$ cat src/rtl/md5_msg_loader.sv
// md5_msg_loader: assembles a 16-byte message from board switches, one byte
// per press of a load button, and requests a single hash once full.
// Optional key debounce is compiled in with `define MD5_LOADER_DEBOUNCE_EN.
//
// state | meaning
// ------+--------------------------------------------------------------
// IDLE  | buffer empty, byte_cnt=0, waiting for the first load event
// LOAD  | 1..15 bytes captured, each load event appends one byte
// FULL  | 16 bytes held, further presses ignored, start=1
// FIRE  | one-cycle action pulse, then back to FULL (fires once per fill)

module md5_msg_loader #(
    parameter int DB_CYCLES = 4
) (
    input  logic         clk,
    input  logic         rst,
    input  logic [7:0]   sw_in,
    input  logic         key_in,
    input  logic         mode,
    input  logic         clr,
    output logic [127:0] data,
    output logic         start,
    output logic         action,
    output logic [4:0]   byte_cnt
);

    typedef enum logic [1:0] {
        IDLE = 2'd0,
        LOAD = 2'd1,
        FULL = 2'd2,
        FIRE = 2'd3
    } state_t;

    if (DB_CYCLES < 1) begin : g_param_check
        $error("DB_CYCLES must be at least 1");
    end

    logic         key_s1_q;
    logic         key_s2_q;
    logic [2:0]   warm_q;
    logic         key_filt;
    logic         key_prev_q;
    logic         load_ev;

    state_t       state_q, state_d;
    logic [127:0] data_q, data_d;
    logic [4:0]   cnt_q, cnt_d;
    logic         fired_q, fired_d;

    // Two-flop synchronizer plus a warm-up shift register that marks when the
    // synchronizer (and debounce) hold real post-reset samples of key_in.
    always_ff @(posedge clk or negedge rst) begin
        if (!rst) begin
            key_s1_q <= 1'b0;
            key_s2_q <= 1'b0;
            warm_q   <= 3'b000;
        end else begin
            key_s1_q <= key_in;
            key_s2_q <= key_s1_q;
            warm_q   <= {warm_q[1:0], 1'b1};
        end
    end

`ifdef MD5_LOADER_DEBOUNCE_EN
    localparam int CW = (DB_CYCLES > 1) ? $clog2(DB_CYCLES) : 1;
    localparam logic [CW-1:0] DB_RELOAD = CW'(DB_CYCLES - 1);

    logic          db_q, db_d;
    logic [CW-1:0] db_cnt_q, db_cnt_d;

    // Debounce: down-counter reloads while the sample matches the filtered
    // level; the level flips on terminal count after DB_CYCLES differing
    // samples. During warm-up the level is preloaded straight from the
    // synchronizer so a key held through reset never looks like a press.
    always_comb begin
        db_d     = db_q;
        db_cnt_d = db_cnt_q;
        if (!warm_q[2]) begin
            db_d     = key_s2_q;
            db_cnt_d = DB_RELOAD;
        end else if (key_s2_q == db_q) begin
            db_cnt_d = DB_RELOAD;
        end else if (db_cnt_q == '0) begin
            db_d     = key_s2_q;
            db_cnt_d = DB_RELOAD;
        end else begin
            db_cnt_d = db_cnt_q - 1'b1;
        end
    end

    // Debounce state register.
    always_ff @(posedge clk or negedge rst) begin
        if (!rst) begin
            db_q     <= 1'b0;
            db_cnt_q <= DB_RELOAD;
        end else begin
            db_q     <= db_d;
            db_cnt_q <= db_cnt_d;
        end
    end

    assign key_filt = db_q;
`else
    assign key_filt = key_s2_q;
`endif

    // Edge detector history; held high until warm-up completes so a key that
    // is already down at reset release cannot produce a rising edge.
    always_ff @(posedge clk or negedge rst) begin
        if (!rst) begin
            key_prev_q <= 1'b1;
        end else begin
            key_prev_q <= warm_q[2] ? key_filt : 1'b1;
        end
    end

    assign load_ev = key_filt & ~key_prev_q;

    // FSM state, message buffer, byte count and one-shot fire flag.
    always_ff @(posedge clk or negedge rst) begin
        if (!rst) begin
            state_q <= IDLE;
            data_q  <= '0;
            cnt_q   <= '0;
            fired_q <= 1'b0;
        end else begin
            state_q <= state_d;
            data_q  <= data_d;
            cnt_q   <= cnt_d;
            fired_q <= fired_d;
        end
    end

    // Next state: clr beats everything (including a coincident load event);
    // mode=0 freezes the loader.
    always_comb begin
        state_d = state_q;
        data_d  = data_q;
        cnt_d   = cnt_q;
        fired_d = fired_q;
        if (clr) begin
            state_d = IDLE;
            data_d  = '0;
            cnt_d   = '0;
            fired_d = 1'b0;
        end else if (mode) begin
            case (state_q)
                IDLE: begin
                    if (load_ev) begin
                        data_d[127:120] = sw_in;
                        cnt_d           = 5'd1;
                        state_d         = LOAD;
                    end
                end
                LOAD: begin
                    if (load_ev) begin
                        for (int i = 0; i < 16; i++) begin
                            if (cnt_q == 5'(i)) begin
                                data_d[127-8*i -: 8] = sw_in;
                            end
                        end
                        cnt_d = cnt_q + 5'd1;
                        if (cnt_q == 5'd15) begin
                            state_d = FULL;
                        end
                    end
                end
                FULL: begin
                    // Only one hash request per fill; FULL is then terminal.
                    if (!fired_q) begin
                        state_d = FIRE;
                    end
                end
                FIRE: begin
                    fired_d = 1'b1;
                    state_d = FULL;
                end
                default: begin
                    state_d = IDLE;
                end
            endcase
        end
    end

    assign data     = data_q;
    assign byte_cnt = cnt_q;
    assign start    = (state_q == FULL) || (state_q == FIRE);
    assign action   = (state_q == FIRE) && mode;

endmodule

$ cat config.mk
export PLATFORM = sky130hd
export DESIGN_NAME = md5_msg_loader
export DESIGN_NICKNAME = d
export VERILOG_FILES = /design/src/rtl/md5_msg_loader.sv
export SDC_FILE = /design/constraint.sdc
export NUM_CORES = 1
export LEC_CHECK = 0
export CAP_MARGIN = 10
export CORE_UTILIZATION = 50
export CTS_CLUSTER_DIAMETER = 30
export DETAILED_ROUTE_END_ITERATION = 6
export GPL_ROUTABILITY_DRIVEN = 0
export GPL_TIMING_DRIVEN = 0
export PLACE_DENSITY = 0.8
export SLEW_MARGIN = 20
export SYNTH_ARGS = -nofsm -noshare
export SYNTH_HDL_FRONTEND = slang
export SYNTH_SLANG_ARGS = --single-unit
$ cat constraint.sdc
create_clock -name clk -period 2.4 [get_ports clk]
set_clock_uncertainty 0.1 [all_clocks]
set_input_delay 0.48 -clock clk [delete_from_list [all_inputs] [get_ports clk]]
set_output_delay 0.48 -clock clk [all_outputs]
set_load 0.02 [all_outputs]
=== Word-level counts from Yosys, hierarchy flattened ===
Cells that the tools add are included.
W data, S select, Z words.

* Input port bits: 13
* Output and inout port bits: 135
* Logic and storage cells: 130
* Flip-flop bits (word level): 142

* Reductions and logical operators: 43
* Equal/unequal tests: 23
* Bitwise operators: 2
* Add/sub/neg operators: 1
* Multiplexer cells: 38

{| class="wikitable"
|+ Operators with widths
! cell !! count
|-
| $mux W128 || 3
|-
| $mux W8 || 17
|-
| $mux W120 || 1
|-
| $reduce_and A4 Y1 || 16
|-
| $eq A5 B4 Y1 const B || 8
|-
| $reduce_bool A2 Y1 || 19
|-
| $eq A5 B3 Y1 const B || 4
|-
| $mux W5 || 4
|-
| $pmux W8 S2 || 1
|-
| $ne A3 B3 Y1 const B || 5
|-
| $mux W2 || 6
|-
| $eq A5 B2 Y1 const B || 2
|-
| $pmux W5 S2 || 1
|-
| $reduce_and A5 Y1 || 2
|-
| $pmux W2 S4 || 1
|-
| $add A5 B1 Y5 const B || 1
|-
| $eq A5 B1 Y1 const B || 1
|-
| $logic_not A5 Y1 || 1
|-
| $eq A2 B2 Y1 const B || 2
|-
| $mux W1 || 4
|-
| $reduce_bool A3 Y1 || 1
|-
| $eq A2 B1 Y1 const B || 1
|-
| $logic_not A2 Y1 || 1
|-
| $reduce_and A2 Y1 || 1
|-
| other kinds (4) || 4
|}

=== Depth between registers and ports, before layout ===
Gate-level depths: netlist of run 1.

* Depth in word-level cells: 6
* Mapped depth: 7
* Mapped depth without buffers: 6

=== Worst setup path before layout of run 1 ===
Ideal clock, no wire load.

* Kind: register to register
* Start: register cnt_q[0], in the netlist byte_cnt[0]
* End: register data_q[120], in the netlist data[120]
* Path buffers: 2
* Period minus slack after synthesis: 2.042 ns
* Setup slack: 0.358 ns
* Arrival: 1.838 ns
* Stages on the path, launching flop included: 8
* Cells stage by stage: dfrtp_1 inv_1 ha_1 or4b_4 buf_6 and2_4 buf_6 o311ai_1

* Longest elaborated chain between the ends: 3

{| class="wikitable"
|+ Ends and longest elaborated chain
! item !! RTL line !! source
|-
| start, declared || 47 || <nowiki>logic [4:0] cnt_q, cnt_d;</nowiki>
|-
| start signal, assigned || 129 || <nowiki>cnt_q <= cnt_d;</nowiki>
|-
| $logic_not A5 Y1 || 158 || <nowiki>if (cnt_q == 5'(i)) begin</nowiki>
|-
| $ne A3 B3 Y1 (no source line) || - ||
|-
| $reduce_and A5 Y1 (no source line) || - ||
|-
| end signal, assigned || 128 || <nowiki>data_q <= data_d;</nowiki>
|-
| end, declared || 46 || <nowiki>logic [127:0] data_q, data_d;</nowiki>
|}

No other way between the ends.
A chain may end at the register's enable or synchronous reset.

=== Worst setup path after layout of run 1 ===
* Start: input port mode
* End: register data_q[105], in the netlist data[105]

* Longest elaborated chain between the ends: 2

{| class="wikitable"
|+ Ends and longest elaborated chain
! item !! RTL line !! source
|-
| start, declared || 19 || <nowiki>input logic mode,</nowiki>
|-
| $reduce_bool A2 Y1 (no source line) || - ||
|-
| $reduce_and A4 Y1 (no source line) || - ||
|}

No other way between the ends.

==> metrics.yaml, run 1 <==
dpl_cell_area_sq_um: 8048
gr-usage-all-layers_pct: 27.84
cpMostUsedCell: "buf_2"
r2r_start: "state_q[1]"
min_period_ns: 2.283
nets: 718
grt_max_degree: 94
cts_setup_buffers: 0
htree_levels: 4
stdcell_area_sq_um: 8591
dieWidth_microns: 114.6
clockRootBuffer: "clkbuf_16"
yosysUniqueCellTypes: 35
drive_gt1_share_pct: 9.818
pin_count: 148
status: "finished, final reports clean"
hold_violations: 0
fin_cells: 881
min_path_type: "register to register"
yosysSeqAreaShare_pct: 56.12
netlist_area_sq_um: 6334
grt_pass1_wl_mm: 27.19
synthTopCellsByArea: "dfrtp_1 (56%), mux2i_1 (18%), nand2b_1 (8.2%)"
max_slew.worst_pin.slew_ns: 0.8275
cp_slowest_cell: "clkdlybuf4s50_1"
syn-num-nets: 551
vias_per_cell: 5.379
fmax_mhz: 438.1
slew_viol_final: 0
wl_mm: 17.26
cp_cell_sequence: "clkdlybuf4s50_1, and4bb_2, buf_2, buf_2, nand3_2, mux2i_1"
criticalPathCategory: "input pin to register"
clock_path_buffers: 2
crit_fanout: 10
p_per_area_nw_per_um2: 583.0
clock_sinks: 142
die_area_sq_um: 13120
synthCells: 533
yosys_register_bits: 142
leakage_uw: 0.004369
insertedDiodeCount: 0
yosys_warnings: 0
cts_buffers: 17
finalSetupViolations: 0
antenna_found_initial: 0
avgSynthCellArea_sq_um: 11.88
grt.overflow.total: 0
total_power_uw: 5008
first_iter_violations: 480
grt_pass1_vias: 4989
io_buffers: 147
grt_setup_unrepaired: "no"
hp-start: "key_s1_q"
ir_worst_vdd_mv: 0.3571
cp-startpoint: "mode"
drtAntennaViolNets: 0
initial_utilization_pct: 52.08
rows: 40
cap_violations: 0
cpPeakStageDelay_ns: 0.60
cts_tree: "built"
core_sq_um: 12160
vias: 4739
clkTransAtPathRegs_ns: 0.06
setup_tns_ns: 0
dp_hpwl_mm: 11.88
synth_top_area_share_pct: 55.71
post-route-period-util_pct: 95.11
synthToLayoutAreaGrowth_pct: 35.64
crit_path_end_kind: "register"
yosysTopAreaCell: "dfrtp_1"
wl_per_cell_microns: 19.60
slew_headroom_pct: 44.83
nFillCells: 905
drc: 0
start_kind: "input pin"
cp_data_required_time_ns: 2.56
firstDrtPassIters: 4
dp.cells: 849
worstSkewPairLatency_ns: 0.41
crit_arrival_ns: 2.44
die_h_microns: 114.6
layout make-up:
cell class	count	area (sq um)	share of cell area, %
clock buffer	22	464.2	5.403
clock inverter	10	67.56	0.7865
timing repair buffer	149	1513	17.61
buffer	39	183.9	2.141
tap	168	210.2	2.447
inverter	5	18.77	0.2185
multi-input combinational	346	2579	30.02
sequential	142	3555	41.38
layer usage:
layer	part of all wire (%)	global-route usage (%)	vias to the layer above
met3	7.4	9.158	27
met4	2.0	9.091	0
met2	48	44.61	159
met5	0	0	-
li1	-	-	2156
met1	43	35.77	2397
power by group:
group          total, uW  internal (uW)  switching (uW)  leakage [uW]
combinational        241           77.0             165       0.00215
sequential          2410           2400            6.78       0.00197
clock               2360           1370             986      0.000252
total               5010           3850            1160       0.00437
final timing paths:
path                            slack (ns)   endpoint  depth (start not counted)
worst max-delay path                  0.12  data[105]                          6
worst min-delay path                  0.25   key_filt                          0
worst max register to register        0.18   data[57]                          4
worst min register to register        0.25   key_filt                          0
max in group asynchronous             0.98   data[56]                          3
min in group asynchronous             0.46  data[120]                          2
synthesized netlist by cell type (all sizes together):
cell / count
clkbuf: 30
o2bb2ai: 2
buf: 10
ha: 5
nand2b: 83
nand4: 6
nor3b: 2
dfstp: 1
and4bb: 1
and2: 1
nor2b: 4
and3b: 2
nand2: 43
nor2: 6
and3: 5
inv: 5
a211oi: 1
conb: 1
mux2i: 112
a22o: 2
o221a: 1
nand3b: 1
or4b: 1
and4b: 1
a21boi: 1
o21a: 1
nand3: 27
or3b: 9
dfrtp: 141
o311ai: 8
o21ai: 8
a21oi: 12
registers in the layout, indices dropped and copies added, names as in the netlist:
name        count
fired_q         1
key_s1_q        1
key_prev_q      1
state_q         2
key_filt        1
data          128
warm_q          3
byte_cnt        5
metrics by stage:
stage,hold slack [ns],setup WS [ns],utilization [%]
after detailed placement,0.2347,-0.5070,66.17
final,0.2461,0.1175,70.64
after global routing,0.2507,0.01451,70.64
after global placement,0.2318,-4.696,65.91
after CTS,0.2479,0.03114,70.66
after floorplan,0.08441,0.3585,-
timing repair:
| item | in CTS | in global routing |
|---|---|---|
| hold endpoints to repair | 48 | 0 |
| resized for setup | 5 | 2 |
| hold buffers | 1 | 0 |
| setup endpoints to repair | 41 | 22 |
layout by cell type, fill, tap and decap left out, types with 5 or more instances in the layout:
master,n
clkdlybuf4s50_1,145
dfrtp_1,141
mux2i_1,112
nand2b_1,83
nand2_1,43
clkbuf_1,27
nand3_1,22
clkbuf_16,17
a21oi_1,12
or3b_2,9
o21ai_0,8
o311ai_1,8
buf_2,7
nor2_1,6
inv_1,5
and3_1,5
clkbuf_2,5
nand3_2,5
nand4_2,5
ha_1,5
worst max-delay path, delay by kind of cell:
family | cells | cell delay [ns]
buffers and inverters | 3 | 1.14
muxes | 1 | 0.22
and+or+nand+nor | 2 | 0.59
cell families after synthesis:
kind of cell	synth area share, %
other	0.05921
muxes	17.70
buffers and inverters	3.161
DFF	56.12
and+or+nand+nor	18.19
AOI/OAI and AO/OA	3.774
adders and majority gates	0.9878
No activity file was read; power rests on OpenSTA's default activity.
==> run 2: changes to the inputs <==
Settings changed: CTS_BUF_LIST set to sky130_fd_sc_hd__clkbuf_4.
==> metrics.yaml, run 2 (same netlist as run 1, synthesis figures left out) <==
status: "finished, final reports clean"  # unchanged
nFillCells: 945  # was 905
crit_fanout: 9  # was 10
slew_viol_final: 0  # unchanged
leakage_uw: 0.004235  # was 0.004369 uW
dieWidth_microns: 114.6  # unchanged
stdcell_area_sq_um: 8287  # was 8591 sq um
slew_headroom_pct: 44.87  # was 44.83%
min_period_ns: 2.319  # was 2.283 ns
setup_tns_ns: 0  # unchanged
cp_data_required_time_ns: 1.82  # was 2.56 ns
ir_worst_vdd_mv: 0.2741  # was 0.3571 mV
synthToLayoutAreaGrowth_pct: 30.84  # was 35.64%
vias: 4775  # was 4739
die_area_sq_um: 13120  # unchanged
grt_max_degree: 94  # unchanged
clkTransAtPathRegs_ns: 0.11  # was 0.06 ns
worstSkewPairLatency_ns: 0.53  # was 0.41 ns
grt_pass1_wl_mm: 26.63  # was 27.19 mm
grt.overflow.total: 0  # unchanged
nets: 719  # was 718
clockRootBuffer: "clkbuf_4"  # was clkbuf_16
cap_violations: 0  # unchanged
largest_reg_flops: 128  # unchanged
mostFrequentLayoutCells: "clkdlybuf4s50_1 (145), dfrtp_1 (141), mux2i_1 (112), nand2b_1 (83), nand2_1 (43)"  # unchanged
r2r_start: "state_q[1]"  # unchanged
antenna_found_initial: 0  # unchanged
cts_buffers: 17  # unchanged
drive_gt1_share_pct: 9.804  # was 9.818%
clock_path_buffers: 2  # unchanged
cts_tree: "built"  # unchanged
first_iter_violations: 360  # was 480
pin_count: 148  # unchanged
p_per_area_nw_per_um2: 474.8  # was 583.0 nW/um^2
drtAntennaViolNets: 0  # unchanged
insertedDiodeCount: 0  # unchanged
topRoutingLayerUsed: "met4"  # unchanged
hp-start: "key_s1_q"  # unchanged
vias_per_cell: 5.414  # was 5.379
dp.cells: 849  # unchanged
fmax_mhz: 431.1  # was 438.1 MHz
wl_met1_mm: 7.260  # was 7.360 mm
crit_path_end_kind: "output pin"  # was register
start_kind: "register"  # was input pin
io_buffers: 147  # unchanged
hold_violations: 0  # unchanged
crit_arrival_ns: 1.74  # was 2.44 ns
dr_wl_met2_mm: 8.119  # was 8.283 mm
drc: 0  # unchanged
grt_setup_unrepaired: "no"  # unchanged
max_slew.worst_pin.slew_ns: 0.8270  # was 0.8275 ns
total_power_uw: 3934  # was 5008 uW
initial_utilization_pct: 52.08  # unchanged
final_common_cell: "clkdlybuf4s50_1"  # unchanged
die_h_microns: 114.6  # unchanged
rows: 40  # unchanged
dpl_cell_area_sq_um: 8048  # unchanged
criticalPathCategory: "register to output pin"  # was input pin to register
cp-startpoint: "state_q[1]"  # was mode
core_sq_um: 12160  # unchanged
wl_per_cell_microns: 19.22  # was 19.60 microns
wl_mm: 16.96  # was 17.26 mm
fin_cells: 882  # was 881
gr-usage-all-layers_pct: 27.14  # was 27.84%
grt_pass1_vias: 4928  # was 4989
route.met3.wl_mm: 1.355  # was 1.269 mm
post-route-period-util_pct: 96.64  # was 95.11%
firstDrtPassIters: 4  # unchanged
clock_sinks: 142  # unchanged
finalSetupViolations: 0  # unchanged
dp_hpwl_mm: 11.88  # unchanged
cts_setup_buffers: 0  # unchanged
min_path_type: "register to register"  # unchanged
htree_levels: 4  # unchanged
## run 2: cell types whose count changed in the layout (fill, tap and decap cells not counted)
cell       change
clkbuf_1       -1
clkbuf_16     -17
clkbuf_2       -1
clkbuf_4      +20
clkbuf_8       -2
clkinv_1       +2
## run 2: worst paths after layout
kind                       cells after the start  slack (ns)   endpoint
hold / removal                                 0        0.26   key_filt
min in group asynchronous                      2        0.32  data[123]
setup / recovery                               2        0.08      start
hold reg to reg                                0        0.26   key_filt
setup reg to reg                               4        0.15   data[57]
max in group asynchronous                      3        1.08   data[73]
## run 2: power by group
part | total, uW | internal [uW] | switching (uW)
registers | 2410 | 2400 | 6.88
logic | 242 | 77.1 | 165
clock network | 1280 | 430 | 854
## run 2: metal layers
metal,vias to the layer above,track usage [%]
met5,-,0
met4,0,7.619
met3,21,8.364
met2,177,43.84
met1,2415,35.44
li1,2162,-
## run 2: cell type report
cell class | instances | area, sq um | area share (%)
plain buffers | 40 | 186.4 | 2.250
clock buffers | 20 | 150.1 | 1.812
clock inverters | 12 | 75.07 | 0.9059
inverters | 5 | 18.77 | 0.2265
multi-input cells | 346 | 2579 | 31.12
flip-flops and latches | 142 | 3555 | 42.90
well taps | 168 | 210.2 | 2.537
repair buffers | 149 | 1513 | 18.25
## run 2: worst max-delay path, stage by stage (launching register included)
cell,delay [ns]
dfrtp_1,0.50
clkbuf_1,0.12
clkdlybuf4s50_1,0.59
## run 2: timing repair
action                     in CTS  in global routing
resized for setup               1                  8
pin swaps                       0                  0
hold endpoints to repair       48                  0
hold buffers                    1                  0
setup endpoints to repair       1                 23
## run 2: per-stage QoR
step	util, %	worst slack [ns]	hold WS [ns]
finish	68.14	0.08053	0.2598
global route	68.14	0.01313	0.2542
CTS	68.10	0.05308	0.2604
detailed placement	66.17	-0.5070	0.2347
global placement	65.91	-4.696	0.2318
floorplan	-	0.3585	0.08441
==> run 3: changes to the inputs <==
Settings changed: HOLD_SLACK_MARGIN set to 0.05.
==> results of run 3 <==
The final DEF is identical to that of run 2; final timing and power are the same.
